[src/rtl/aes_dec_round_ctrl_if.sv]
// Control bundle between the AES decryption round sequencer and the
// column-serial datapath: start/abort/column handshake in, selects and
// strobes out.  The sequencer uses the slave view, the datapath side
// (or a bench standing in for it) uses the master view.
interface aes_dec_round_ctrl_if;
    logic       start;
    logic       abort;
    logic       col_ready;
    logic [3:0] Round;
    logic [1:0] counter_col;
    logic       load_state;
    logic       col_we;
    logic       state_swap;
    logic [3:0] key_addr;
    logic       last_round;
    logic       busy;
    logic       done;

    modport slave (
        input  start,
        input  abort,
        input  col_ready,
        output Round,
        output counter_col,
        output load_state,
        output col_we,
        output state_swap,
        output key_addr,
        output last_round,
        output busy,
        output done
    );

    modport master (
        output start,
        output abort,
        output col_ready,
        input  Round,
        input  counter_col,
        input  load_state,
        input  col_we,
        input  state_swap,
        input  key_addr,
        input  last_round,
        input  busy,
        input  done
    );
endinterface

[src/rtl/aes_dec_round_ctrl.sv]
// Round sequencer for the column-serial AES-128 decryption datapath.
// Walks rounds 0..NROUNDS, one 32-bit column per accepted cycle, and
// decodes the state-register strobes from the FSM state.  Round keys are
// consumed in reverse order, so key_addr = NROUNDS - Round.
// NROUNDS must lie in 1..15 so that Round and key_addr fit in 4 bits.
module aes_dec_round_ctrl #(
    parameter int NROUNDS = 10
) (
    input  logic                 clk,
    input  logic                 rst_n,
    aes_dec_round_ctrl_if.slave  bus
);

    localparam logic [3:0] LAST_RND = NROUNDS[3:0];

    typedef enum logic [2:0] {
        ST_IDLE   = 3'd0,
        ST_LOAD   = 3'd1,
        ST_ROUND  = 3'd2,
        ST_COMMIT = 3'd3,
        ST_DONE   = 3'd4
    } state_e;

    state_e     state_q;
    state_e     state_d;
    logic [3:0] round_q;
    logic [3:0] round_d;
    logic [1:0] col_q;
    logic [1:0] col_d;

    logic       load_state_s;
    logic       col_we_s;
    logic       state_swap_s;
    logic       busy_s;
    logic       done_s;

    // State, round and column registers; reset lands in IDLE with zeroed counters.
    always_ff @(posedge clk or negedge rst_n) begin
        if (!rst_n) begin
            state_q <= ST_IDLE;
            round_q <= 4'd0;
            col_q   <= 2'd0;
        end else begin
            state_q <= state_d;
            round_q <= round_d;
            col_q   <= col_d;
        end
    end

    // Next-state and counter update; abort overrides everything and returns to a clean IDLE.
    always_comb begin
        state_d = state_q;
        round_d = round_q;
        col_d   = col_q;
        if (bus.abort) begin
            state_d = ST_IDLE;
            round_d = 4'd0;
            col_d   = 2'd0;
        end else begin
            case (state_q)
                ST_IDLE: begin
                    round_d = 4'd0;
                    col_d   = 2'd0;
                    if (bus.start) begin
                        state_d = ST_LOAD;
                    end else begin
                        state_d = ST_IDLE;
                    end
                end
                ST_LOAD: begin
                    round_d = 4'd0;
                    col_d   = 2'd0;
                    state_d = ST_ROUND;
                end
                ST_ROUND: begin
                    if (bus.col_ready) begin
                        // Column 3 accepted: counter wraps to 0 and the round is committed.
                        col_d = col_q + 2'd1;
                        if (col_q == 2'd3) begin
                            state_d = ST_COMMIT;
                        end else begin
                            state_d = ST_ROUND;
                        end
                    end else begin
                        col_d   = col_q;
                        state_d = ST_ROUND;
                    end
                end
                ST_COMMIT: begin
                    col_d = 2'd0;
                    if (round_q == LAST_RND) begin
                        round_d = round_q;
                        state_d = ST_DONE;
                    end else begin
                        round_d = round_q + 4'd1;
                        state_d = ST_ROUND;
                    end
                end
                ST_DONE: begin
                    // Round shows NROUNDS during DONE and is cleared on the way into IDLE.
                    round_d = 4'd0;
                    col_d   = 2'd0;
                    state_d = ST_IDLE;
                end
                default: begin
                    // Unused encodings recover to a clean IDLE.
                    round_d = 4'd0;
                    col_d   = 2'd0;
                    state_d = ST_IDLE;
                end
            endcase
        end
    end

    // Moore strobe decode; col_we additionally qualified by the downstream handshake.
    always_comb begin
        load_state_s = 1'b0;
        col_we_s     = 1'b0;
        state_swap_s = 1'b0;
        busy_s       = 1'b0;
        done_s       = 1'b0;
        case (state_q)
            ST_IDLE: begin
                busy_s = 1'b0;
            end
            ST_LOAD: begin
                load_state_s = 1'b1;
                busy_s       = 1'b1;
            end
            ST_ROUND: begin
                col_we_s = bus.col_ready;
                busy_s   = 1'b1;
            end
            ST_COMMIT: begin
                state_swap_s = 1'b1;
                busy_s       = 1'b1;
            end
            ST_DONE: begin
                done_s = 1'b1;
                busy_s = 1'b1;
            end
            default: begin
                busy_s = 1'b0;
            end
        endcase
    end

    assign bus.Round       = round_q;
    assign bus.counter_col = col_q;
    assign bus.load_state  = load_state_s;
    assign bus.col_we      = col_we_s;
    assign bus.state_swap  = state_swap_s;
    assign bus.busy        = busy_s;
    assign bus.done        = done_s;
    // Reverse key schedule order; Round never exceeds NROUNDS so no wrap occurs.
    assign bus.key_addr    = LAST_RND - round_q;
    assign bus.last_round  = (round_q == LAST_RND);

endmodule
[src/flat_wrapper.sv]
// flat-port wrapper written by rule: the top's interface ports become plain ports
module aes_dec_round_ctrl_flat 
#(
    parameter int NROUNDS = 10
)
  (clk, rst_n, bus_start, bus_abort, bus_col_ready, bus_Round, bus_counter_col, bus_load_state, bus_col_we, bus_state_swap, bus_key_addr, bus_last_round, bus_busy, bus_done);
  aes_dec_round_ctrl_if bus_i ();
  input  logic clk;
  input  logic rst_n;
  input wire logic [$bits(bus_i.start)-1:0] bus_start;
  input wire logic [$bits(bus_i.abort)-1:0] bus_abort;
  input wire logic [$bits(bus_i.col_ready)-1:0] bus_col_ready;
  output wire logic [$bits(bus_i.Round)-1:0] bus_Round;
  output wire logic [$bits(bus_i.counter_col)-1:0] bus_counter_col;
  output wire logic [$bits(bus_i.load_state)-1:0] bus_load_state;
  output wire logic [$bits(bus_i.col_we)-1:0] bus_col_we;
  output wire logic [$bits(bus_i.state_swap)-1:0] bus_state_swap;
  output wire logic [$bits(bus_i.key_addr)-1:0] bus_key_addr;
  output wire logic [$bits(bus_i.last_round)-1:0] bus_last_round;
  output wire logic [$bits(bus_i.busy)-1:0] bus_busy;
  output wire logic [$bits(bus_i.done)-1:0] bus_done;
  assign bus_i.start = bus_start;
  assign bus_i.abort = bus_abort;
  assign bus_i.col_ready = bus_col_ready;
  assign bus_Round = bus_i.Round;
  assign bus_counter_col = bus_i.counter_col;
  assign bus_load_state = bus_i.load_state;
  assign bus_col_we = bus_i.col_we;
  assign bus_state_swap = bus_i.state_swap;
  assign bus_key_addr = bus_i.key_addr;
  assign bus_last_round = bus_i.last_round;
  assign bus_busy = bus_i.busy;
  assign bus_done = bus_i.done;
  aes_dec_round_ctrl #(.NROUNDS(NROUNDS)) u_core (.clk(clk), .rst_n(rst_n), .bus(bus_i));
endmodule
[config.mk]
export PLATFORM = sky130hd
export DESIGN_NAME = aes_dec_round_ctrl_flat
export DESIGN_NICKNAME = d
export VERILOG_FILES = /design/src/rtl/aes_dec_round_ctrl_if.sv /design/src/rtl/aes_dec_round_ctrl.sv /design/src/flat_wrapper.sv
export SDC_FILE = /design/constraint.sdc
export NUM_CORES = 1
export LEC_CHECK = 0
export ABC_AREA = 1
export BUFFER_PORTS_ARGS = -buffer_cell sky130_fd_sc_hd__buf_2
export CORE_AREA = 2 2 39 41
export CTS_BUF_LIST = sky130_fd_sc_hd__clkbuf_4 sky130_fd_sc_hd__clkbuf_8
export DETAILED_ROUTE_END_ITERATION = 10
export DIE_AREA = 0 0 41 43
export PLACE_DENSITY = 0.84
export SKIP_LAST_GASP = 1
export SLEW_MARGIN = 40
export SYNTH_ARGS = -nofsm -noshare
export SYNTH_HDL_FRONTEND = slang
export SYNTH_SLANG_ARGS = --single-unit
[constraint.sdc]
create_clock -name clk -period 2 [get_ports clk]
set_clock_uncertainty 0.2 [all_clocks]
set_input_delay 0.1 -clock clk [delete_from_list [all_inputs] [get_ports clk]]
set_output_delay 0.1 -clock clk [all_outputs]
set_load 0.01 [all_outputs]
==> After elaboration in Yosys (flattened, before gate mapping) <==
Index checks and enable logic that the tools add are counted.
{ "op_classes": {"add_sub_neg": 3, "reduce_logical": 3, "n_eq_ne": 9, "muxes": 17} }
{ "ops": {"columns": ["op", "count"], "rows": [
  ["$pmux W3 S4", 1],
  ["$mux W1", 8],
  ["$mux W4", 2],
  ["$pmux W4 S2", 1],
  ["$eq A3 B2 Y1 const B", 2],
  ["$mux W2", 3],
  ["$mux W3", 2],
  ["$ne A3 B3 Y1 const B", 2],
  ["$add A4 B1 Y4 const B", 1],
  ["$eq A4 B4 Y1 const B", 1],
  ["$reduce_or A4 Y1", 1],
  ["$sub A4 B4 Y4 const A", 1],
  ["$eq A3 B1 Y1 const B", 1],
  ["$eq A3 B3 Y1 const B", 1],
  ["$logic_not A3 Y1", 1],
  ["$add A2 B1 Y2 const B", 1],
  ["$eq A2 B2 Y1 const B", 1],
  ["$ne A2 B2 Y1 const B", 1],
  ["$reduce_and A2 Y1", 1]
]} }
{ "word_totals": {"reg_bits": 9, "word_cells": 35, "in_bits": 5} }

==> Longest topological paths before layout <==
{ "logic_depth": {"ltp_word": 5, "depth_mapped": 8, "mapped_depth_nobuf": 8} }

==> Worst setup path before layout <==
OpenSTA, ideal clock, no wires.
{ "synth_path": {"path_kind": "reg-to-reg", "from": "reg u_core.round_q[0] (netlist: u_core.bus.Round[0])", "to": "reg u_core.round_q[3] (netlist: u_core.bus.Round[3])", "path_buffers": 0, "t_arrival_ps": 1203, "stages_incl_launch_ff": 9, "setup_slack_ps": 532, "period_less_slack_ps": 1468, "path_cell_list": "dfrtp_1 inv_1 ha_1 nand2_1 nor2_4 nand3_2 nand2_2 nand2_1 nand2_1"} }
{ "synth_via": {"elab_cells_between_ends": 7, "classes_between": "add/sub (1); eq/ne (2); mux (3); reduce/logical (1)"} }
{ "synth_lines": {"columns": ["element", "line_no", "source"], "rows": [
  ["from (decl)", "aes_dec_round_ctrl.sv:26", "logic [3:0] round_q;"],
  ["from (signal assigned)", "aes_dec_round_ctrl.sv:45", "round_q <= round_d;"],
  ["$eq A4 B4 Y1", null, null],
  ["named net bus_last_round", "flat_wrapper.sv:19", "output wire logic [$bits(bus_i.last_round)-1:0] bus_last_round;"],
  ["$ne A3 B3 Y1 (no line)", null, null],
  ["$reduce_and A2 Y1 (no line)", null, null]
]} }
The timed path passes the listed nets, and every way through them passes these cells. The select of a mux whose other input is x is not followed.
A chain may end at the register's enable or synchronous reset.

==> Worst setup path after layout <==
{ "layout_path": {"from": "reg u_core.state_q[2]", "to": "reg u_core.state_q[0]"} }
{ "layout_via": {"elab_chain_len": 3, "elab_cells_between_ends": 6, "classes_between": "eq/ne (3); mux (2); reduce/logical (1)"} }
{ "layout_rtl": {"columns": ["element", "line_no", "source"], "rows": [
  ["from (decl)", "aes_dec_round_ctrl.sv:24", "state_e state_q;"],
  ["from (signal assigned)", "aes_dec_round_ctrl.sv:44", "state_q <= state_d;"],
  ["$eq A3 B2 Y1, or another cell as far along", "aes_dec_round_ctrl.sv:60", "case (state_q)"],
  ["$pmux W3 S4 (*)", "aes_dec_round_ctrl.sv:60", null],
  ["$mux W3 (*)", "aes_dec_round_ctrl.sv:55", "if (bus.abort) begin"],
  ["named net u_core.state_d[0]", "aes_dec_round_ctrl.sv:25", "state_e state_d;"]
]} }
Mark *: on every way through the listed nets, which the timed path passes. The rest lies on a longest branch.

==> flow_summary.ini <==
[run_status]
status = finished, final reports clean

[routing]
drt-pass1-iter-count = 6
vias = 583
drt_iter0_markers = 16
drc = 0
viasPerCell = 4.702
ant_nets = 0
finalWirelength_um = 1332
wl_per_cell_um = 10.74

[worst_setup_path]
arrival_ps = 1780
r2r_setup_slack_ps = 220
critPathRequiredTime_ps = 2000
end_kind = flop
cp_num_buf_inv = 1
cp_cell_sequence = nor2_1 > nand4_1 > a21oi_1 > dlygate4sd3_1
crit_fanout = 5
start_kind = flop
crit_slowest_cell = dlygate4sd3_1
startpoint = u_core.state_q[2]
slowest_delay_ps = 560
rr_startpoint = u_core.state_q[2]
critical_path_class = reg -> reg
cp_top_family = buffers and inverters

[grt]
grt_antenna_before_repair = 0
use_met2 = 0.2594
grtUsageMet3 = 0.03141
grt_pass1_vias = 514
grt-busiest-layer = met2
use_met1 = 0.2310
grt_overflow_total = 0
track_usage = 0.1731
grt_pass1_wl_um = 2056
grt_start_max_net_pins = 10

[synth]
synth_compound_area_frac = 0.02439
yosysWarnings = 0
synth_top_family_by_area = simple AND/OR/NAND/NOR gates
synth_cell_type_count = 16
seq_area_frac_synth = 0.3659
synth_xor_area_frac = 0.05691
synthAdderAreaFrac = 0.08130
synth.top_cell.area_share = 0.3659
synthTopCellsByArea = dfrtp_1 (37%), nand2_1 (13%), inv_1 (8.5%), ha_1 (8.1%), nand4_1 (5.1%)
muxShareOfSynthArea = 0
netlist_instances = 81
syn_nets = 90
syn_area_um2 = 615.6
ys_ff_latch = 9
synth-simple-area-share = 0.3496
yosysTopAreaCell = dfrtp_1
syn_area_per_cell_um2 = 7.600

[placed_design]
numPortBuffers = 20
post-dp-hpwl_um = 972.8
gp_congestion = 0.7895
dp_cells = 115

[cts]
path_clk_slew_ps = 70
cts_root_buffer = clkbuf_4
cts_tree = yes
clockBufferDepth = 2
cts_buffers = 3
post_cts_buffers = 0
clock-sinks = 9
insertion_delay_ps = 260
htreeDepth = 1

[cells_and_area]
area_growth_pct = 30.08
fin_cells = 124
nets = 118
n_antenna_cell = 0
drive_gt1_frac = 0.2963

[die]
io_pins = 21
die-area_um2 = 1763
core_area_um2 = 1384
initial_utilization = 0.4448
die_w_um = 41
rows = 14
die_h_um = 43

[timing]
hold_violations = 0
period_needed_ps = 1781
rsz0062_at_grt = false
period_share = 0.8906
max_freq_mhz = 561.4
relSlewSlack = 0.7785
setup_viol = 0
tightest_slew_ps = 332.2
drv_slew = 0
fin_tns_setup_ps = 0

[flow_run]
cap_violations = 0

[power_and_ir_drop]
vdd_drop_max_mv = 0.3266
seqPwrFrac = 0.477
swShare = 0.2527
p_clk_frac = 0.391
p_leak_nw = 0.4930
p_switching_uw = 100.9
pwr_density_cell_nw_per_um2 = 498.4
p_total_uw = 399.1
combPwrFrac = 0.132
p_int_uw = 298.2

[hold_path]
worstHoldPathType = in -> async
-- layout make-up --
type                       count  area [µm²]
clock buffer                   4       30.03
fill                         141       583.1
inverter                      16       60.06
multi-input combinational     54       315.3
sequential                     9       225.2
tap                           16       20.02
timing repair buffer          25       150.1
-- sequential cells by signal, indices dropped and copies added, names as in the netlist --
signal                  flops
u_core.bus.Round            4
u_core.bus.counter_col      2
u_core.state_q              3
-- metal layers --
| layer | share of wire | routed length [µm] | vias up |
|---|---|---|---|
| li1 | - | - | 303 |
| met1 | 0.45 | 602 | 248 |
| met2 | 0.46 | 617 | 26 |
| met3 | 0.064 | 85 | 6 |
| met4 | 0.020 | 27 | 0 |
| met5 | 0 | 0 | - |
-- cells in the mapped netlist, drive strengths merged --
| master | instances |
|---|---|
| nand2 | 22 |
| ha | 4 |
| dfrtp | 9 |
| nand3 | 6 |
| nor2 | 9 |
| a21oi | 3 |
| buf | 2 |
| xor2 | 2 |
| nand4 | 5 |
| inv | 16 |
| nor3 | 1 |
| xnor2 | 2 |
-- cells by family (layout without fill, tap and decap cells) --
group                    count (synthesis)  after routing
XOR/XNOR                                 4              4
AND/OR/NAND/NOR                         43             43
AO/OA/AOI/OAI                            3              3
adder cells (fa/ha/maj)                  4              4
flip-flops                               9              9
buffers and inverters                   18             45
-- path summary, 6_finish.rpt --
check	endpoint	cells after the start
setup / recovery	u_core.state_q[0]	4
hold / removal	u_core.state_q[2]	2
setup reg to reg	u_core.state_q[0]	4
hold reg to reg	u_core.bus.counter_col[1]	2
max in group asynchronous	u_core.bus.counter_col[1]	2
min in group clk	u_core.bus.counter_col[1]	2
-- cell usage in the layout (no fill, tap or decap), drive strengths merged --
cell and instances:
nand2 22, buf 20, inv 16, dfrtp 9
nor2 9, nand3 6, nand4 5, dlygate4sd3 5
ha 4, clkbuf 4, a21oi 3, xor2 2
xnor2 2, nor3 1
-- power groups by stage --
stage	Sequential, mW	Clock (mW)	Combinational (mW)
floorplan	0.193	0	0.0261
global placement	0.193	0	0.0439
detailed placement	0.193	0	0.0447
CTS	0.190	0.157	0.0533
global route	0.191	0.167	0.0601
finish	0.190	0.156	0.0526
-- metrics by stage --
stage	setup slack, ps	hold WS (ps)	area, µm²	utilization
after floorplan	531.7	-395.6	615.6	-
after global placement	548.7	-234.4	720.7	0.5208
after detailed placement	503.8	-231.9	720.7	0.5208
after CTS	240.6	26.29	800.8	0.5787
after global routing	87.07	57.02	800.8	0.5787
final	218.8	16.70	800.8	0.5787
-- timing repair --
action	4_1_cts	5_1_grt
hold buffers	5	0
hold endpoints to repair	16	0
resized for setup	0	0
(Power assumes the default switching activity.)
